File: config.mk
export PLATFORM = sky130hd
export DESIGN_NAME = mux_io_sel_ctrl_flat
export DESIGN_NICKNAME = d
export VERILOG_FILES = /design/src/rtl/mux_io_sel_ctrl_if.sv /design/src/rtl/mux_io_sel_ctrl.sv /design/src/flat_wrapper.sv
export SDC_FILE = /design/constraint.sdc
export NUM_CORES = 1
export LEC_CHECK = 0
export BUFFER_PORTS_ARGS = -buffer_cell sky130_fd_sc_hd__buf_2
export CORE_ASPECT_RATIO = 0.6
export CORE_MARGIN = 10
export CORE_UTILIZATION = 35
export CTS_CLUSTER_DIAMETER = 30
export CTS_CLUSTER_SIZE = 25
export DETAILED_ROUTE_END_ITERATION = 12
export GPL_TIMING_DRIVEN = 0
export HOLD_SLACK_MARGIN = 0.06
export SLEW_MARGIN = 0
export SYNTH_ARGS = -nofsm -noshare
export SYNTH_HDL_FRONTEND = slang
export SYNTH_SLANG_ARGS = --single-unit
File: constraint.sdc
create_clock -name clk -period 2.95 [get_ports clk]
set_clock_uncertainty 0.2 [all_clocks]
set_input_delay 0.4425 -clock clk [delete_from_list [all_inputs] [get_ports clk]]
set_output_delay 0.4425 -clock clk [all_outputs]
set_load 0.01 [all_outputs]
File: src/rtl/mux_io_sel_ctrl_if.sv
// mux_io_sel_ctrl_if: configuration request/ack bus between the GPIO register file and mux_io_sel_ctrl.
// Carries lock_wr/lock_mask/cfg_err only when MUX_IO_SEL_LOCK_EN is defined.
interface mux_io_sel_ctrl_if #(parameter int GPIO_WIDTH = 13);
    logic                  cfg_wr;
    logic [GPIO_WIDTH-1:0] cfg_sel;
    logic [GPIO_WIDTH-1:0] cfg_mask;
    logic                  cfg_ack;
    logic                  busy;
`ifdef MUX_IO_SEL_LOCK_EN
    logic                  lock_wr;
    logic [GPIO_WIDTH-1:0] lock_mask;
    logic                  cfg_err;
    modport master (output cfg_wr, cfg_sel, cfg_mask, lock_wr, lock_mask, input cfg_ack, busy, cfg_err);
    modport slave (input cfg_wr, cfg_sel, cfg_mask, lock_wr, lock_mask, output cfg_ack, busy, cfg_err);
`else
    modport master (output cfg_wr, cfg_sel, cfg_mask, input cfg_ack, busy);
    modport slave (input cfg_wr, cfg_sel, cfg_mask, output cfg_ack, busy);
`endif
endinterface

File: src/rtl/mux_io_sel_ctrl.sv
// mux_io_sel_ctrl: break-before-make owner of the per-pin mux_io select vector and OE gate.
// Optional sticky per-pin lock when MUX_IO_SEL_LOCK_EN is defined.
module mux_io_sel_ctrl #(
    parameter int                   GPIO_WIDTH  = 13,
    parameter int                   DEAD_CYCLES = 3,
    parameter logic [GPIO_WIDTH-1:0] RESET_SEL  = '0
) (
    input  logic                  clk,
    input  logic                  rst,
    mux_io_sel_ctrl_if.slave      cfg,
    output logic [GPIO_WIDTH-1:0] select,
    output logic [GPIO_WIDTH-1:0] oe_gate
);
    typedef enum logic [2:0] {IDLE, DRAIN, APPLY, SETTLE, DONE} state_t;
    localparam logic [7:0] CNT_DRAIN  = 8'(DEAD_CYCLES - 1);
    localparam logic [7:0] CNT_SETTLE = 8'(DEAD_CYCLES > 1 ? DEAD_CYCLES - 2 : 0);
    state_t                state, state_n;
    logic [7:0]            cnt, cnt_n;
    logic [GPIO_WIDTH-1:0] chg, chg_n, tgt, tgt_n, sel_n, gate_n, diff, req_chg;
    logic                  ack_q, ack_n, err_q, err_n, req_err;
    assign diff = (cfg.cfg_sel ^ select) & cfg.cfg_mask;
`ifdef MUX_IO_SEL_LOCK_EN
    logic [GPIO_WIDTH-1:0] lock_q;
    logic                  cfg_err_q;
    assign req_chg = diff & ~lock_q;
    assign req_err = |(diff & lock_q);
    assign cfg.cfg_err = cfg_err_q;
    always_ff @(posedge clk or posedge rst)
        if (rst) begin
            lock_q    <= '0;
            cfg_err_q <= 1'b0;
        end else begin
            lock_q    <= lock_q | (cfg.lock_wr ? cfg.lock_mask : '0);
            cfg_err_q <= (state == DONE) && err_q;
        end
`else
    assign req_chg = diff;
    assign req_err = 1'b0;
`endif
    assign cfg.cfg_ack = ack_q;
    assign cfg.busy    = state != IDLE;
    // Select is written on the DRAIN exit edge so the new value appears in the first settle cycle.
    always_comb begin
        state_n = state;
        cnt_n   = cnt;
        chg_n   = chg;
        tgt_n   = tgt;
        sel_n   = select;
        gate_n  = oe_gate;
        ack_n   = 1'b0;
        err_n   = err_q;
        case (state)
            IDLE: if (cfg.cfg_wr) begin
                chg_n   = req_chg;
                tgt_n   = cfg.cfg_sel & cfg.cfg_mask;
                err_n   = req_err;
                cnt_n   = |req_chg ? CNT_DRAIN : 8'd0;
                gate_n  = oe_gate & ~req_chg;
                state_n = |req_chg ? DRAIN : DONE;
            end
            DRAIN: if (cnt != 8'd0) cnt_n = cnt - 8'd1;
            else begin
                sel_n   = (select & ~chg) | (tgt & chg);
                cnt_n   = CNT_SETTLE;
                state_n = DEAD_CYCLES == 1 ? DONE : APPLY;
            end
            APPLY: begin
                cnt_n   = cnt != 8'd0 ? cnt - 8'd1 : 8'd0;
                state_n = cnt != 8'd0 ? SETTLE : DONE;
            end
            SETTLE: if (cnt != 8'd0) cnt_n = cnt - 8'd1;
            else state_n = DONE;
            DONE: begin
                gate_n  = '1;
                ack_n   = 1'b1;
                cnt_n   = 8'd0;
                state_n = IDLE;
            end
            default: state_n = IDLE;
        endcase
    end
    always_ff @(posedge clk or posedge rst)
        if (rst) begin
            state   <= IDLE;
            cnt     <= 8'd0;
            chg     <= '0;
            tgt     <= '0;
            select  <= RESET_SEL;
            oe_gate <= '1;
            ack_q   <= 1'b0;
            err_q   <= 1'b0;
        end else begin
            state   <= state_n;
            cnt     <= cnt_n;
            chg     <= chg_n;
            tgt     <= tgt_n;
            select  <= sel_n;
            oe_gate <= gate_n;
            ack_q   <= ack_n;
            err_q   <= err_n;
        end
endmodule
File: src/flat_wrapper.sv
// flat-port wrapper written by rule: the top's interface ports become plain ports
module mux_io_sel_ctrl_flat 
#(
    parameter int                   GPIO_WIDTH  = 13,
    parameter int                   DEAD_CYCLES = 3,
    parameter logic [GPIO_WIDTH-1:0] RESET_SEL  = '0
)
  (clk, rst, select, oe_gate, cfg_cfg_wr, cfg_cfg_sel, cfg_cfg_mask, cfg_cfg_ack, cfg_busy);
  mux_io_sel_ctrl_if #(.GPIO_WIDTH(GPIO_WIDTH)) cfg_i ();
  input  logic clk;
  input  logic rst;
  output logic [GPIO_WIDTH-1:0] select;
  output logic [GPIO_WIDTH-1:0] oe_gate;
  input wire logic [$bits(cfg_i.cfg_wr)-1:0] cfg_cfg_wr;
  input wire logic [$bits(cfg_i.cfg_sel)-1:0] cfg_cfg_sel;
  input wire logic [$bits(cfg_i.cfg_mask)-1:0] cfg_cfg_mask;
  output wire logic [$bits(cfg_i.cfg_ack)-1:0] cfg_cfg_ack;
  output wire logic [$bits(cfg_i.busy)-1:0] cfg_busy;
  assign cfg_i.cfg_wr = cfg_cfg_wr;
  assign cfg_i.cfg_sel = cfg_cfg_sel;
  assign cfg_i.cfg_mask = cfg_cfg_mask;
  assign cfg_cfg_ack = cfg_i.cfg_ack;
  assign cfg_busy = cfg_i.busy;
  mux_io_sel_ctrl #(.GPIO_WIDTH(GPIO_WIDTH), .DEAD_CYCLES(DEAD_CYCLES), .RESET_SEL(RESET_SEL)) u_core (.clk(clk), .rst(rst), .cfg(cfg_i), .select(select), .oe_gate(oe_gate));
endmodule
==> metrics.txt <==
largest net degree at the start of global routing=41; H-Tree Depth=3; Peak Freq=370 MHz; Crit Path Category=reg2reg; Vias=2231; via-per-instance ratio=4.75; final wirelength=7160 um; syn_nets=319; Worst VDD drop=0.424 mV; CTS Buf Count=9; Psw=1230 uW; Routed Antenna Nets=0; Multi-input gate area=1210 um^2; Worst-Margin Slew=849 ps; DP Worst Slack=297 ps; share of cells above drive strength 1=28.7%; vias in the first global route=2354; initial antenna violation count=0; port bufs=56; Placeable Area=7980 um^2; Worst slew margin=42.9%; Clk pwr share=29.9%; share of power burned in registers=41.0%; most common cell after layout, fill and taps aside=nand2_1; HPWL after DPL=5230 um; flip-flop and latch area=1620 um^2; fin util=46.0%; Comb pwr share=29.1%; sequential cell area fraction in the yosys report=55.8%; commonest non-fill, non-tap cells in the layout=89 x nand2_1, 56 x buf_2, 51 x dfrtp_1, 22 x nand3_1, 19 x xor2_1; I/O pin cnt=57; reg2reg path depth=8; CP startpoint kind=register; syn avg cell area=10.1 um^2; drt wl/cell=15.2 um; Tcrit/Tclk final=91.6%; P_leak=0.00191 uW; Initial Utilization=36.4%; CTS Sinks=64; share of the synthesized area in the top cell type=44.0%; worst hold start=cfg_cfg_sel[9]; Core Rows=25; Synth area leaders=dfrtp_1 44%, dfstp_2 12%, nand2_1 12%; hold endpoint=u_core.tgt[9]; CTS Buffer Depth=2; RSZ-0062 raised after global routing=no; die area=12400 um^2; Yosys reg bits=64; CP max FO=10; # diodes=0; synth unique cells=33; CTS tree=yes; clk_lat worst skew=320 ps; chip height=90.5 um; CTS clk-pin slew, worst paths=50 ps; Max Cap Viol=0; Final Instance Area=3670 um^2; PD cells=1020 nW/um^2; first-pass GRT wire length=11700 um; Slew Limit Fails=0; Pint=2520 uW; gr ovfl total=0; reg-to-reg slack, setup=250 ps; post-route setup slack=249 ps; worst path required time=2960 ps; Setup crit end kind=register; Final setup viols=0; DRC errors left=0; Critical Path AT=2710 ps; die extent in x=138 um; worst hold margin=167 ps; Root Buffer=clkbuf_16; worst r2r src=u_core.cnt[0]; status=finished clean; Cells after Synth=288; Sw Ratio=32.8%; gpl congestion=0.795; Final Critical Period=2700 ps; Area growth syn-to-layout=26.4%; Yosys top cell by area=dfrtp_1; Hold WC Path Type=in2reg; Hold Path Depth=3; Nets=388; placed cell area=3340 um^2; Pre-antenna DRT Iters=4; Syn. warnings=0; Final Hold Viols=0; GRT Resource Usage Total=11.9%; Synth Cell Area=2900 um^2; 1st-iter DRT viols=119; fillers=756
==> cell type report <==
class / instances / area share (%)
sequential: 64 / 44.1
multi-input combinational: 207 / 33.0
timing repair buffer: 58 / 8.46
clock buffer: 10 / 6.52
tap: 108 / 3.68
clock inverter: 6 / 2.25
buffer: 11 / 1.33
inverter: 6 / 0.614
==> cells by family after synthesis <==
kind of cell / after synthesis / synth area share (%)
flip-flops: 64 / 55.8
XOR/XNOR: 20 / 6.04
adder cells (fa/ha/maj): 2 / 0.863
multiplexers: 14 / 6.69
AND/OR/NAND/NOR: 141 / 22.1
AO/OA/AOI/OAI: 30 / 6.08
buffers and inverters: 17 / 2.46
==> cell usage after synthesis <==
library cell,n
clkbuf_1,10
o211ai_1,1
xor2_1,19
a21oi_1,3
mux2_2,3
nor2_1,11
or3_1,1
and2_1,1
buf_6,1
nor4b_4,1
ha_1,2
xnor2_1,1
nor3_1,5
o21bai_1,1
nand3_1,22
o21a_1,1
nand2_4,1
mux2_4,10
dfstp_2,13
o31ai_1,1
mux2i_1,1
nor3b_1,2
o21ai_0,17
o22ai_1,1
nor4_4,1
dfrtp_1,51
nand4_1,6
nand2_1,89
a22oi_1,3
a22o_1,1
o32ai_1,1
nand4b_1,1
inv_1,6
==> power by group through the flow <==
stage / sequential, uW / combinational [uW] / clock, uW
final: 1530 / 1090 / 1120
after global routing: 1580 / 1240 / 1190
after CTS: 1530 / 1100 / 1140
after detailed placement: 1540 / 1100 / 0
after global placement: 1530 / 1060 / 0
after floorplan: 1570 / 672 / 0
==> worst max-delay path, stage by stage, from the launching register on <==
cell	delay (ps)
dfrtp_1	420
inv_1	180
ha_1	180
nor3b_1	480
nand2_4	150
nor4b_4	380
buf_6	210
nand2_1	90
mux2_4	300
==> worst max path at each step <==
stage / end / cells after the start / startpoint / slack [ps]
final: register / 8 / u_core.cnt[0] / 250
after global routing: register / 8 / u_core.cnt[0] / 140
after CTS: register / 8 / u_core.cnt[0] / 290
after detailed placement: register / 8 / u_core.cnt[0] / 300
after global placement: asynchronous set/reset pin / 2 / rst / -160
after floorplan: register / 8 / u_core.cnt[0] / 620
==> through the flow <==
stage | power [uW] | setup TNS [ps] | instances
3_3_place_gp | 2600 | -7640 | 452
4_1_cts | 3780 | 0 | 470
6_report | 3740 | 0 | 470
2_1_floorplan | 2240 | 0 | 288
3_5_place_dp | 2640 | 0 | 453
5_1_grt | 4020 | 0 | 470
==> timing repair <==
action,in CTS,in global routing
setup endpoints to repair,0,0
hold buffers,1,0
hold endpoints to repair,18,0
gates resized for setup,0,0
buffers inserted,0,0
==> routing by layer <==
metal,track usage [%],vias up,share of wire [%]
li1,-,1100,-
met1,16.7,1067,53
met2,16.1,57,39
met3,5.22,7,7.5
met4,3.15,0,0.71
met5,0,-,0
(Power assumes the default switching activity.)
